==> src/rtl/div_pkg.sv <==
// div_pkg: shared FSM/result-kind enums, default width and the two's-complement
// magnitude helper used by the multi-cycle divider.
package div_pkg;

    localparam int DIV_WIDTH_DEFAULT = 16;
    localparam int DIV_MAX_W         = 64;

    typedef enum logic [1:0] {IDLE, INIT, ITER, FIX} div_state_e;

    typedef enum logic [1:0] {KIND_NORM, KIND_DBZ, KIND_OVF, KIND_EARLY} div_kind_e;

    // Works for any width up to DIV_MAX_W: the low bits of a 64-bit negate
    // equal the narrow negate, so callers just truncate the result.
    function automatic logic [DIV_MAX_W-1:0] twos_mag(input logic [DIV_MAX_W-1:0] v,
                                                      input logic                 neg);
        return neg ? (~v + DIV_MAX_W'(1)) : v;
    endfunction

endpackage

==> src/rtl/div_restoring_step.sv <==
// div_restoring_step: one combinational restoring-division iteration
// (shift in the next dividend bit, trial-subtract the divisor, restore on borrow).
module div_restoring_step
    import div_pkg::*;
#(
    parameter int WIDTH = DIV_WIDTH_DEFAULT
) (
    input  logic [WIDTH-1:0] rem_in,
    input  logic             dvd_bit,
    input  logic [WIDTH-1:0] dvs_mag,
    output logic [WIDTH-1:0] rem_out,
    output logic             q_bit
);

    logic [WIDTH:0] shifted;
    logic [WIDTH:0] trial;

    // rem_in < dvs_mag always holds, so a non-negative trial fits in WIDTH bits
    // and the extra MSB is a clean borrow indicator.
    always_comb begin
        shifted = {rem_in, dvd_bit};
        trial   = shifted - {1'b0, dvs_mag};
        if (trial[WIDTH]) begin
            rem_out = shifted[WIDTH-1:0];
            q_bit   = 1'b0;
        end else begin
            rem_out = trial[WIDTH-1:0];
            q_bit   = 1'b1;
        end
    end

endmodule

==> src/rtl/div_unit.sv <==
// div_unit: multi-cycle signed/unsigned restoring divider with dbz/overflow flags.
// Optional macro DIV_EARLY_TERM_EN: finish in two cycles when |a| < |b|.
module div_unit
    import div_pkg::*;
#(
    parameter  int WIDTH = DIV_WIDTH_DEFAULT,
    localparam int CNT_W = $clog2(WIDTH + 1)
) (
    input  logic             clk,
    input  logic             rst,
    input  logic             start,
    input  logic             signed_mode,
    input  logic [WIDTH-1:0] a,
    input  logic [WIDTH-1:0] b,
    output logic [WIDTH-1:0] quotient,
    output logic [WIDTH-1:0] remainder,
    output logic             busy,
    output logic             done,
    output logic             dbz,
    output logic             Z,
    output logic             N,
    output logic             C,
    output logic             V
);

    localparam logic [WIDTH-1:0] MIN_V = {1'b1, {(WIDTH-1){1'b0}}};
    localparam logic [WIDTH-1:0] ONES  = '1;

    div_state_e       state_q, state_d;
    logic [CNT_W-1:0] cnt_q, cnt_d;
    logic [WIDTH-1:0] quotient_q, quotient_d;
    logic [WIDTH-1:0] remainder_q, remainder_d;
    logic             done_q, done_d;
    logic             dbz_q, dbz_d;
    logic             z_q, z_d;
    logic             n_q, n_d;
    logic             v_q, v_d;

    div_kind_e        kind_q, kind_d;
    logic [WIDTH-1:0] a_q, a_d;
    logic [WIDTH-1:0] b_q, b_d;
    logic             mode_q, mode_d;
    logic             qneg_q, qneg_d;
    logic             rneg_q, rneg_d;
    logic [WIDTH-1:0] dvd_q, dvd_d;
    logic [WIDTH-1:0] dvs_q, dvs_d;
    logic [WIDTH-1:0] prem_q, prem_d;

    logic             a_neg, b_neg;
    logic [WIDTH-1:0] a_mag, b_mag;
    logic [WIDTH-1:0] step_rem;
    logic             step_q;
    logic [WIDTH-1:0] fix_q, fix_r;

    div_restoring_step #(.WIDTH(WIDTH)) u_step (
        .rem_in  (prem_q),
        .dvd_bit (dvd_q[WIDTH-1]),
        .dvs_mag (dvs_q),
        .rem_out (step_rem),
        .q_bit   (step_q)
    );

    always_comb begin
        a_neg = mode_q & a_q[WIDTH-1];
        b_neg = mode_q & b_q[WIDTH-1];
        a_mag = WIDTH'(twos_mag(DIV_MAX_W'(a_q), a_neg));
        b_mag = WIDTH'(twos_mag(DIV_MAX_W'(b_q), b_neg));
    end

    always_comb begin
        state_d     = state_q;
        cnt_d       = cnt_q;
        quotient_d  = quotient_q;
        remainder_d = remainder_q;
        done_d      = 1'b0;
        dbz_d       = dbz_q;
        z_d         = z_q;
        n_d         = n_q;
        v_d         = v_q;
        kind_d      = kind_q;
        a_d         = a_q;
        b_d         = b_q;
        mode_d      = mode_q;
        qneg_d      = qneg_q;
        rneg_d      = rneg_q;
        dvd_d       = dvd_q;
        dvs_d       = dvs_q;
        prem_d      = prem_q;
        fix_q       = '0;
        fix_r       = '0;

        case (state_q)
            // A start coinciding with the done pulse is dropped; the caller
            // re-presents it one cycle later.
            IDLE: begin
                if (start && !done_q) begin
                    a_d     = a;
                    b_d     = b;
                    mode_d  = signed_mode;
                    state_d = INIT;
                end
            end
            INIT: begin
                qneg_d  = a_neg ^ b_neg;
                rneg_d  = a_neg;
                dvd_d   = a_mag;
                dvs_d   = b_mag;
                prem_d  = '0;
                cnt_d   = CNT_W'(WIDTH);
                kind_d  = KIND_NORM;
                state_d = ITER;
                if (b_q == '0) begin
                    kind_d  = KIND_DBZ;
                    state_d = FIX;
                end else if (mode_q && (a_q == MIN_V) && (b_q == ONES)) begin
                    kind_d  = KIND_OVF;
                    state_d = FIX;
                end
`ifdef DIV_EARLY_TERM_EN
                else if (a_mag < b_mag) begin
                    kind_d  = KIND_EARLY;
                    state_d = FIX;
                end
`endif
            end
            // Quotient bits shift into the dividend register as it empties.
            ITER: begin
                prem_d = step_rem;
                dvd_d  = {dvd_q[WIDTH-2:0], step_q};
                cnt_d  = cnt_q - CNT_W'(1);
                if (cnt_q == CNT_W'(1)) begin
                    state_d = FIX;
                end
            end
            FIX: begin
                state_d = IDLE;
                done_d  = 1'b1;
                dbz_d   = 1'b0;
                v_d     = 1'b0;
                fix_q   = WIDTH'(twos_mag(DIV_MAX_W'(dvd_q), qneg_q));
                fix_r   = WIDTH'(twos_mag(DIV_MAX_W'(prem_q), rneg_q));
                case (kind_q)
                    KIND_DBZ: begin
                        fix_q = ONES;
                        fix_r = a_q;
                        dbz_d = 1'b1;
                        v_d   = 1'b1;
                    end
                    KIND_OVF: begin
                        fix_q = MIN_V;
                        fix_r = '0;
                        v_d   = 1'b1;
                    end
                    KIND_EARLY: begin
                        fix_q = '0;
                        fix_r = a_q;
                    end
                    default: ;
                endcase
                quotient_d  = fix_q;
                remainder_d = fix_r;
                z_d         = (fix_q == '0);
                n_d         = fix_q[WIDTH-1];
            end
            default: state_d = IDLE;
        endcase
    end

    always_ff @(posedge clk or negedge rst) begin
        if (!rst) begin
            state_q     <= IDLE;
            cnt_q       <= '0;
            quotient_q  <= '0;
            remainder_q <= '0;
            done_q      <= 1'b0;
            dbz_q       <= 1'b0;
            z_q         <= 1'b0;
            n_q         <= 1'b0;
            v_q         <= 1'b0;
        end else begin
            state_q     <= state_d;
            cnt_q       <= cnt_d;
            quotient_q  <= quotient_d;
            remainder_q <= remainder_d;
            done_q      <= done_d;
            dbz_q       <= dbz_d;
            z_q         <= z_d;
            n_q         <= n_d;
            v_q         <= v_d;
        end
    end

    // Working datapath registers are always loaded before use, so no reset.
    always_ff @(posedge clk) begin
        kind_q <= kind_d;
        a_q    <= a_d;
        b_q    <= b_d;
        mode_q <= mode_d;
        qneg_q <= qneg_d;
        rneg_q <= rneg_d;
        dvd_q  <= dvd_d;
        dvs_q  <= dvs_d;
        prem_q <= prem_d;
    end

    assign quotient  = quotient_q;
    assign remainder = remainder_q;
    assign busy      = (state_q != IDLE);
    assign done      = done_q;
    assign dbz       = dbz_q;
    assign Z         = z_q;
    assign N         = n_q;
    assign C         = 1'b0;
    assign V         = v_q;

endmodule

==> config.mk <==
export PLATFORM = sky130hd
export DESIGN_NAME = div_unit
export DESIGN_NICKNAME = d
export VERILOG_FILES = /design/src/rtl/div_pkg.sv /design/src/rtl/div_restoring_step.sv /design/src/rtl/div_unit.sv
export SDC_FILE = /design/constraint.sdc
export NUM_CORES = 1
export LEC_CHECK = 0
export ABC_AREA = 1
export CELL_PAD_IN_SITES_DETAIL_PLACEMENT = 0
export CELL_PAD_IN_SITES_GLOBAL_PLACEMENT = 1
export CORE_UTILIZATION = 40
export CTS_BUF_LIST = sky130_fd_sc_hd__clkbuf_8 sky130_fd_sc_hd__clkbuf_16
export DETAILED_ROUTE_END_ITERATION = 8
export PLACE_DENSITY_LB_ADDON = 0.1
export SYNTH_ARGS = -nofsm -noshare
export SYNTH_HDL_FRONTEND = slang
export SYNTH_HIERARCHICAL = 1
export SYNTH_SLANG_ARGS = --single-unit
==> constraint.sdc <==
create_clock -name clk -period 4.4 [get_ports clk]
set_input_delay 0.88 -clock clk [delete_from_list [all_inputs] [get_ports clk]]
set_output_delay 0.88 -clock clk [all_outputs]
set_load 0.02 [all_outputs]
==> reports/metrics.csv, run 1 <==
stage,metric,value,unit
outcome,status,finished clean,
hold_path,min-delay-start,V$_DFFE_PN0P_,
setup_path,cp-end-kind,output pin,
clock_network,post_cts_buffers,0,
global_routing,grt_pass1_wl,31760,um
die,core_area,0.01959,mm^2
detailed_routing,drc,0,
detailed_routing,drt_wl_total,20320,um
setup_path,cp_data_required_time,3.52,ns
setup_path,setup.worst_path.start,state_q[1]$_DFFE_PN0P_,
cells_and_area,nNetsFinal,1149,
placed_design,portBuffers,73,
global_routing,grt_overflow,0,
cells_and_area,final_cells,1359,
synth,async_flop_share,33.59,%
sta,finClkSkew,0.01619,ns
clock_network,htree_levels,4,
placed_design,gp_congestion,0.8208,
detailed_routing,met2_length,8416,um
clock_network,clk_path_buf_depth,2,
synth,yosysMostFrequentCell,nand2_1,
clock_network,clk_pin_slew,0.06,ns
synth,synth_area_per_cell,7.932,um^2
die,initial_utilization,41.06,%
sta,slew_violations,0,
synth,synth-seq-area-share,45.12,%
synth,synth_top_cell_by_area,edfxtp_1,
synth,synth_edf_count,85,
synth,synth.net_count,1082,
die,die_w,143.8,um
synth,synthFlopType,edfxtp_1,
synth,ys_ff_latch,128,
detailed_routing,wl_met1,10680,um
cells_and_area,drive_above_1_share,8.600,%
clock_network,cts_buffers,17,
clock_network,holdBufCountCts,0,
sta,worst_pin_slew,1.024,ns
detailed_routing,via_count,6543,
synth,ys_types,51,
global_routing,antenna_found_initial,0,
synth,syn_inst,1014,
sta,hold_viol,0,
sta,grt_setup_unrepaired,false,
clock_network,clock-sinks,128,
synth,netlist_top_cells_count,"nand2_1 (236), inv_1 (159), nor2_1 (101)",
setup_path,cp.arrival,1.86,ns
clock_network,clock_latency,0.43,ns
detailed_routing,ant_nets,0,
detailed_routing,avgViaCountPerCell,4.815,
synth,yosysWarnings,6,
detailed_routing,dr.max_layer_used,met4,
setup_path,r2r_cells,15,
sta,fmax,0.3643,GHz
hold_path,hold_end,V$_DFFE_PN0P_,
synth,syn-cell-area,0.008043,mm^2
clock_network,cts_tree,done,
clock_network,clock_tree.root_cell,clkbuf_16,
setup_path,worstReg2RegStart,dvd_q[15]$_DFFE_PP_,
placed_design,hpwlAfterDp,15580,um
pwr,finalPower,7.958,mW
detailed_routing,wl_met3,960,um
synth,synth_top_area_share,31.74,%
detailed_routing,firstDrtPassIters,6,
sta,setup_viol,0,
global_routing,grt_usage,20.69,%
run,cap_viol_max_count,0,
clock_network,cts_resized,0,
cells_and_area,areaGrowthSynthToFinish,18.73,%
die,rows,51,
die,dieArea,0.02068,mm^2
global_routing,grt_pass1_vias,5876,
hold_path,hp-class,flop to flop,
hold_path,hold_depth,2,
detailed_routing,wl_per_cell,14.95,um
detailed_routing,first_iter_violations,473,
sta,slew_headroom,31.72,%
die,die_h,143.8,um
sta,period_minus_slack,2.745,ns
synth,yosys-top-cells-area,"edfxtp_1 (32%), dfrtp_1 (13%), nand2_1 (11%), inv_1 (7.4%), nand3_1 (5.0%)",
pwr,leakagePower,4.494,nW
setup_path,regToRegSetupSlack,1.90,ns
placed_design,dp.cells,1327,
die,io_pins,75,
pwr,ir_drop,0.7227,mV
sta,finalSetupTns,0,ns
setup_path,path_class,flop to output pin,
setup_path,worstSetupStartpointType,flop,
global_routing,grt_max_degree,44,
pwr,p_per_area,833.3,mW/mm^2
sta,min_period_over_period,62.39,%
setup_path,rr_endpoint,prem_q[5]$_SDFFCE_PN0P_,
setup_path,cp_max_fo,5,
## how the worst max path moves through the flow
stage	endpoint	slack (ns)	depth (start not counted)
finish	busy	1.66	4
global route	busy	1.58	4
CTS	busy	1.64	4
detailed placement	prem_q[5]$_SDFFCE_PN0P_	1.93	15
global placement	prem_q[15]$_SDFFCE_PN0P_	2.00	15
floorplan	a_q[0]$_DFFE_PP_	0.75	2
## sequential cells by signal, summed over array words and instances, names as in the netlist, 2 cells and up
name and count:
a_q 16, b_q 16, dvd_q 16, dvs_q 16, prem_q 16, quotient 16, remainder 16, cnt_q 5
kind_q 2, state_q 2
## cell usage in the layout (no fill, tap or decap), types with 2 or more instances in the layout
cell,n
o21bai_1,2
nor3_2,5
a21o_1,2
nor2_2,5
xor2_1,15
xnor2_1,7
clkinv_4,2
nand3_1,81
inv_2,5
buf_4,4
nand2_1,236
nor3_4,2
clkbuf_16,17
nand2_2,21
clkdlybuf4s50_1,72
dfrtp_1,43
edfxtp_1,85
nor2_1,101
bufinv_16,2
nand4_1,10
or2_2,4
o211ai_1,2
clkinv_2,4
nand3_2,5
o31ai_1,2
o22a_1,2
o21ai_0,47
inv_1,160
o21ai_1,6
nor3_1,3
a21oi_1,61
a31oi_1,17
inv_6,2
ha_1,31
clkinvlp_4,4
nand2_4,4
and2_1,2
nand3b_1,4
## per-stage QoR
step | util [%] | instance area (um^2) | setup slack (ns) | hold slack, ns
floorplan | - | 8043 | 0.7528 | 0.4515
global placement | 45.83 | 8977 | 2.001 | 0.4692
detailed placement | 45.83 | 8977 | 1.926 | 0.4608
CTS | 48.73 | 9547 | 1.637 | 0.4762
global route | 48.73 | 9547 | 1.584 | 0.5102
finish | 48.75 | 9549 | 1.655 | 0.4765
## cell type report
cell class / count / area [um^2]
sequential: 128 / 3628
clock buffer: 17 / 425.4
antenna: 1 / 2.502
multi-input combinational: 691 / 3637
timing repair buffer: 77 / 755.7
inverter: 166 / 624.3
fill: 1969 / 10040
clock inverter: 14 / 143.9
tap: 265 / 331.6
## layer usage
layer / vias to the layer above / GRT usage [%]
met1: 2930 / 31.57
met2: 156 / 29.41
met3: 23 / 3.499
met5: - / 0
met4: 0 / 6.327
li1: 3434 / -
## worst max-delay path, stage by stage (launching register included)
cell	delay, ns
dfrtp_1	0.42
inv_1	0.10
ha_1	0.20
inv_1	0.10
clkdlybuf4s50_1	0.61
## power breakdown
group | switching [mW] | total [mW] | leakage (nW) | internal (mW)
Sequential | 0.480 | 2.44 | 1.32 | 1.96
Clock | 0.541 | 1.37 | 0.273 | 0.828
Combinational | 2.68 | 4.14 | 2.90 | 1.47
## cells by family after synthesis
| family | after synthesis | synth area share, % |
|---|---|---|
| other cells | 1 | 0.04663 |
| flops | 128 | 45.12 |
| simple gates | 490 | 27.74 |
| compound gates | 146 | 9.910 |
| fa+ha+maj | 32 | 5.072 |
| xor+xnor | 22 | 2.396 |
| buf+inv | 195 | 9.723 |
Note: power is estimated with default switching activity, not from simulation.
==> inputs of run 2 (changes only) <==
--- a/config.mk
+++ b/config.mk
@@ -8,7 +8,7 @@
 export ABC_AREA = 1
 export CELL_PAD_IN_SITES_DETAIL_PLACEMENT = 0
 export CELL_PAD_IN_SITES_GLOBAL_PLACEMENT = 1
-export CORE_UTILIZATION = 40
+export CORE_UTILIZATION = 39
 export CTS_BUF_LIST = sky130_fd_sc_hd__clkbuf_8 sky130_fd_sc_hd__clkbuf_16
 export DETAILED_ROUTE_END_ITERATION = 8
 export PLACE_DENSITY_LB_ADDON = 0.1
==> constraint.sdc (replaced) <==
create_clock -name clk -period 2.2 [get_ports clk]
set_input_delay 0.44 -clock clk [delete_from_list [all_inputs] [get_ports clk]]
set_output_delay 0.44 -clock clk [all_outputs]
set_load 0.02 [all_outputs]
==> run 2 against run 1 <==
Against the previous run: die area grew 2.5%; cell count grew 3.8%; clock skew fell by 0.0023 ns; clock power increased by 100%; design area is 5.5% higher; first-iteration DRC count decreased by 23%; sequential power grew 94%.
==> reports/metrics.csv, run 2 (same netlist as run 1, synthesis figures left out) <==
stage,metric,value,unit,change
global_routing,antenna_found_initial,0,,unchanged
die,rows,52,,+2.0%
placed_design,placed_cell_area,0.009373,mm^2,+4.4%
setup_path,regToRegSetupSlack,0.0004,ns,-1.90 ns
detailed_routing,first_iter_violations,364,,-23%
global_routing,grt_overflow,0,,unchanged
setup_path,cp_slowest_stage_delay,0.41,ns,-0.20 ns
sta,min_period_over_period,99.98,%,
sta,period_minus_slack,2.200,ns,
cells_and_area,final_cells,1411,,+3.8%
clock_network,clk_path_buf_depth,2,,unchanged
detailed_routing,ant_nets,0,,unchanged
clock_network,cts_tree,done,,
cells_and_area,nNetsFinal,1196,,+4.1%
setup_path,cp-end-kind,flop,,
pwr,leakagePower,4.759,nW,+5.9%
placed_design,dp.cells,1376,,+3.7%
sta,fmax,0.4546,GHz,
outcome,status,finished clean,,
clock_network,clock_latency,0.42,ns,about the same
setup_path,cp_cell_sequence,"ha_2, fa_2, inv_2, nand2_1, nand2_1, nand3_2, nand2_2, nand2_4, nand2_4, nand2_8, buf_12, nand3_1, nand2_1, nand2_1, inv_1",,
setup_path,cp.arrival,2.38,ns,+0.52 ns
detailed_routing,firstDrtPassIters,5,,-1
clock_network,cts_buffers,17,,unchanged
cells_and_area,seq_area,0.003628,mm^2,unchanged
setup_path,cp_data_required_time,2.38,ns,-1.14 ns
cells_and_area,fillerInstances,2015,,+2.3%
setup_path,cp_num_buf_inv,3,,unchanged
pwr,p_per_area,1690,mW/mm^2,+100%
detailed_routing,wl_per_cell,14.82,um,-0.84%
setup_path,crit_path_frequent_cell,nand2_1,,
hold_path,hp-class,flop to flop,,
clock_network,htree_levels,4,,unchanged
run,cap_viol_max_count,0,,unchanged
setup_path,cp.depth,15,,+11
setup_path,critPathTopFamily,simple AND/OR/NAND/NOR gates,,
cells_and_area,layout_commonest_cell,nand2_1,,
cells_and_area,drive_above_1_share,14.11,%,+5.5 points
placed_design,portBuffers,73,,unchanged
die,dieArea,0.02120,mm^2,+2.5%
clock_network,clock_tree.root_cell,clkbuf_16,,
die,core_area,0.02023,mm^2,+3.3%
sta,grt_setup_unrepaired,true,,
setup_path,cp_max_fo,8,,+3
global_routing,grt_pass1_wl,34040,um,+7.2%
sta,slew_headroom,58.25,%,+27 points
cells_and_area,postLayoutCellArea,0.01008,mm^2,+5.5%
setup_path,path_class,flop to flop,,
detailed_routing,via_count,6819,,+4.2%
detailed_routing,avgViaCountPerCell,4.833,,+0.38%
placed_design,post-place-ws,0.006973,ns,-1.919 ns
sta,setup_viol,0,,unchanged
detailed_routing,drc,0,,unchanged
cells_and_area,n_antenna_cell,0,,-1
setup_path,crit_slowest_cell,fa_2,,
sta,finClkSkew,0.01389,ns,-0.002302 ns
cells_and_area,multi_input_area,0.003751,mm^2,+3.1%
die,io_pins,75,,unchanged
cells_and_area,final_cell_mix,"nand2_1 (233), inv_1 (158), nor2_1 (101)",,
pwr,ir_drop,1.026,mV,+42%
cells_and_area,areaGrowthSynthToFinish,25.30,%,
die,die_w,145.6,um,+1.3%
setup_path,worstSetupStartpointType,flop,,
sta,setup_ws,0.0004465,ns,-1.655 ns
placed_design,gp_congestion,0.8165,,-0.52%
sta,worst_pin_slew,0.6263,ns,-0.3978 ns
clock_network,clk_pin_slew,0.06,ns,about the same
hold_path,hold_depth,2,,unchanged
global_routing,grt_usage,20.67,%,about the same
global_routing,grt_pass1_vias,6408,,+9.1%
sta,slew_violations,0,,unchanged
die,initial_utilization,39.75,%,-1.3 points
sta,finalSetupTns,0,ns,unchanged
placed_design,hpwlAfterDp,16400,um,+5.3%
die,die_h,145.6,um,+1.3%
setup_path,r2r_cells,15,,unchanged
sta,hold_viol,0,,unchanged
detailed_routing,drt_wl_total,20920,um,+3.0%
global_routing,grt_max_degree,39,,-11%
clock_network,clock-sinks,128,,unchanged
==> run 2: final timing paths <==
check / startpoint / end
worst max-delay path: dvs_q[0]$_DFFE_PP_ / prem_q[1]$_SDFFCE_PN0P_
worst min-delay path: V$_DFFE_PN0P_ / V$_DFFE_PN0P_
worst max register to register: dvs_q[0]$_DFFE_PP_ / prem_q[1]$_SDFFCE_PN0P_
worst min register to register: V$_DFFE_PN0P_ / V$_DFFE_PN0P_
max in group asynchronous: rst / done$_DFF_PN0_
min in group asynchronous: rst / quotient[14]$_DFFE_PN0P_
==> run 2: layout make-up <==
cell class | instances | area share (%)
multi-input cells | 691 | 37.22
clock inverters | 15 | 1.453
inverters | 166 | 6.196
well taps | 270 | 3.352
repair buffers | 124 | 11.55
flip-flops and latches | 128 | 36.01
clock buffers | 17 | 4.221
==> run 2: power breakdown <==
group / total, mW / switching, mW / internal (mW)
Sequential: 4.73 / 0.819 / 3.92
Clock: 2.74 / 1.09 / 1.66
Combinational: 9.55 / 5.85 / 3.71
==> run 2: layer usage <==
metal,GRT usage (%),vias to the layer above,share of wire (%)
met1,31.64,3109,53
met5,0,-,0
met2,30.31,169,42
li1,-,3521,-
met4,5.211,0,1.5
met3,3.135,20,4.3
==> run 2: tightest hold or removal path, cell delays in order (launching register included) <==
cell and delay, ns:
dfrtp_1 0.34, nand2_1 0.05, nand2_1 0.04
==> run 2: repair_timing <==
action | in CTS | in global routing
pin swaps | 0 | 16
buffers inserted | 0 | 2
resized for setup | 2 | 24
endpoints found under the setup margin | 11 | 17
hold buffers | 1 | 0
endpoints found under the hold margin | 17 | 0
==> run 2: through the flow <==
step                      hold WS (ns)  utilization [%]  power [mW]
after floorplan                 0.1444                -       10.75
after global placement          0.3992            46.32       13.99
after detailed placement        0.3943            46.32       14.04
after CTS                       0.4742            49.20       16.83
after global routing            0.5136            49.80       18.46
final                           0.4731            49.80       17.03
==> inputs of run 3 (changes only) <==
--- a/config.mk
+++ b/config.mk
@@ -8,7 +8,7 @@
 export ABC_AREA = 1
 export CELL_PAD_IN_SITES_DETAIL_PLACEMENT = 0
 export CELL_PAD_IN_SITES_GLOBAL_PLACEMENT = 1
-export CORE_UTILIZATION = 39
+export CORE_UTILIZATION = 40
 export CTS_BUF_LIST = sky130_fd_sc_hd__clkbuf_8 sky130_fd_sc_hd__clkbuf_16
 export DETAILED_ROUTE_END_ITERATION = 8
 export PLACE_DENSITY_LB_ADDON = 0.1
==> constraint.sdc (replaced) <==
create_clock -name clk -period 2.1 [get_ports clk]
set_input_delay 0.42 -clock clk [delete_from_list [all_inputs] [get_ports clk]]
set_output_delay 0.42 -clock clk [all_outputs]
set_load 0.02 [all_outputs]
==> run 3 against run 2 <==
Against the previous run: highest routed layer unchanged; clock power increased by 9.5%; the flow now finishes with violations (setup timing); global-route usage grew 1.1 points; critical path type unchanged; largest cell class unchanged; worst hold slack worse by 0.39 ns; cell count increased by 0.78%.
==> reports/metrics.csv, run 3 (same netlist as run 1, synthesis figures left out) <==
stage,metric,value,unit,change
setup_path,cp.arrival,2.31,ns,-0.07 ns
setup_path,worstSetupStartpointType,flop,,
setup_path,path_class,flop to flop,,
die,die_w,143.8,um,-1.2%
clock_network,cts_buffers,17,,unchanged
die,dieArea,0.02068,mm^2,-2.5%
setup_path,cp_slowest_stage_delay,0.40,ns,about the same
global_routing,grt_pass1_vias,6344,,-1.0%
placed_design,gp_congestion,0.8267,,+1.2%
sta,slew_violations,0,,unchanged
detailed_routing,firstDrtPassIters,5,,unchanged
detailed_routing,avgViaCountPerCell,4.793,,-0.83%
outcome,violations,setup timing,,
die,core_area,0.01959,mm^2,-3.2%
setup_path,cp_cell_sequence,"inv_2, ha_1, nand2_2, inv_1, nand2_1, nand2_1, a21oi_4, nand3_4, buf_6, nand3_2, nand2_1, nand2_1, inv_1",,
detailed_routing,ant_nets,0,,unchanged
cells_and_area,n_antenna_cell,0,,unchanged
clock_network,htree_levels,4,,unchanged
pwr,leakagePower,4.864,nW,+2.2%
sta,grt_setup_unrepaired,true,,
die,io_pins,75,,unchanged
sta,setup_viol,15,,+15
clock_network,cts_tree,done,,
detailed_routing,drt_wl_total,20920,um,about the same
clock_network,clk_path_buf_depth,2,,unchanged
clock_network,clock-sinks,128,,unchanged
sta,slew_headroom,56.82,%,-1.4 points
sta,hold_viol,0,,unchanged
setup_path,crit_path_frequent_cell,nand2_1,,
sta,setup_ws,-0.03342,ns,-0.03387 ns
sta,period_minus_slack,2.133,ns,-0.06613 ns
sta,worst_pin_slew,0.6476,ns,+0.02136 ns
global_routing,grt-busiest-layer,met1,,
detailed_routing,first_iter_violations,515,,+41%
setup_path,crit_slowest_cell,edfxtp_1,,
pwr,finalPower,18.51,mW,+8.7%
cells_and_area,layout_commonest_cell,nand2_1,,
placed_design,post-place-ws,-0.08458,ns,-0.09155 ns
setup_path,cp_max_fo,8,,unchanged
detailed_routing,via_count,6815,,-0.059%
pwr,p_switching,8.295,mW,+7.0%
setup_path,cp_data_required_time,2.28,ns,-0.10 ns
pwr,clockPowerShare,16.2,%,about the same
pwr,p_per_area,1796,mW/mm^2,+6.3%
detailed_routing,drc,0,,unchanged
global_routing,grt_util_met3,3.899,%,+0.76 points
cells_and_area,postLayoutCellArea,0.01031,mm^2,+2.3%
pwr,seqPwrFrac,26.9,%,-0.9 points
placed_design,hpwlAfterDp,16190,um,-1.3%
pwr,p_int,10.22,mW,+10%
cells_and_area,areaGrowthSynthToFinish,28.16,%,
pwr,p_comb_share,56.9,%,+0.8 points
global_routing,antenna_found_initial,0,,unchanged
placed_design,portBuffers,73,,unchanged
setup_path,cp-end-kind,flop,,
clock_network,clk_pin_slew,0.06,ns,about the same
cells_and_area,final_cell_mix,"nand2_1 (232), inv_1 (155), nor2_1 (100)",,
detailed_routing,wl_per_cell,14.71,um,-0.76%
pwr,sw_frac_of_total,44.81,%,-0.71 points
hold_path,hp-class,input port to asynchronous set/reset pin,,
outcome,status,finished with violations,,
sta,finClkSkew,0.009079,ns,-0.004814 ns
clock_network,clock_tree.root_cell,clkbuf_16,,
global_routing,grt_usage,21.77,%,+1.1 points
die,die_h,143.8,um,-1.2%
die,rows,51,,-1.9%
pwr,ir_drop,0.9526,mV,-7.2%
global_routing,met1_usage,33.09,%,+1.4 points
sta,min_period_over_period,101.6,%,+1.6 points
global_routing,grt_pass1_wl,33930,um,-0.32%
global_routing,grt_overflow,0,,unchanged
die,initial_utilization,41.06,%,+1.3 points
sta,fmax,0.4687,GHz,+3.1%
run,cap_viol_max_count,0,,unchanged
global_routing,grt_max_degree,44,,+13%
global_routing,grtUsageMet2,31.30,%,+0.99 points
placed_design,placed_cell_area,0.009474,mm^2,+1.1%
cells_and_area,drive_above_1_share,16.42,%,+2.3 points
clock_network,clock_latency,0.42,ns,about the same
cells_and_area,nNetsFinal,1212,,+1.3%
==> run 3: metrics by stage <==
stage | hold slack (ns) | setup TNS (ns) | std cells | utilization (%)
2_1_floorplan | 0.1244 | -0.01955 | 1014 | -
3_3_place_gp | 0.4576 | -1.068 | 1385 | 48.36
3_5_place_dp | 0.4586 | -1.239 | 1385 | 48.36
4_1_cts | 0.1094 | -0.1587 | 1419 | 51.96
5_1_grt | 0.1385 | -2.705 | 1422 | 52.62
6_report | 0.08061 | -0.2836 | 1422 | 52.62
==> run 3: routing by layer <==
metal | vias up | routed length, um
met5 | - | 0
met4 | 0 | 202
met3 | 12 | 745
met2 | 119 | 8915
met1 | 3126 | 11060
li1 | 3558 | -
==> run 3: power groups by stage <==
stage	Clock (mW)	Combinational (mW)	Sequential, mW
6_report	3.00	10.5	4.98
2_1_floorplan	0	6.08	5.21
3_3_place_gp	0	9.93	4.98
4_1_cts	3.06	10.3	4.97
3_5_place_dp	0	9.98	5.00
5_1_grt	3.14	11.8	5.10
==> run 3: repair_timing <==
action / in CTS / in global routing
hold buffers: 0 / 0
setup buffers: 2 / 2
gates cloned: 0 / 1
gates resized for setup: 19 / 24
pin swaps: 8 / 11
endpoints found under the setup margin: 18 / 21
==> run 3: final timing paths <==
kind	to	startpoint	depth (start not counted)	slack [ns]
max	prem_q[1]$_SDFFCE_PN0P_	dvs_q[15]$_DFFE_PP_	13	-0.03
min	quotient[15]$_DFFE_PN0P_	rst	2	0.08
max reg2reg	prem_q[1]$_SDFFCE_PN0P_	dvs_q[15]$_DFFE_PP_	13	-0.03
min reg2reg	V$_DFFE_PN0P_	V$_DFFE_PN0P_	2	0.46
max in group asynchronous	state_q[0]$_DFFE_PN0P_	rst	2	1.61
min in group clk	V$_DFFE_PN0P_	V$_DFFE_PN0P_	2	0.46
==> run 3: critical path, delay by kind of cell, from the launching register on <==
| kind | cells | cell delay (ns) |
|---|---|---|
| buffers and inverters | 4 | 0.36 |
| AO/OA/AOI/OAI | 1 | 0.21 |
| adder cells (fa/ha/maj) | 1 | 0.27 |
| AND/OR/NAND/NOR | 7 | 0.63 |
| flip-flops | 1 | 0.40 |
==> run 3: layout make-up <==
class                      count  area [um^2]
clock buffer                  17        425.4
timing repair buffer         139         1277
clock inverter                15        168.9
tap                          265        331.6
sequential                   128         3628
multi-input combinational    692         3851
fill                        1876         9283
inverter                     166        624.3
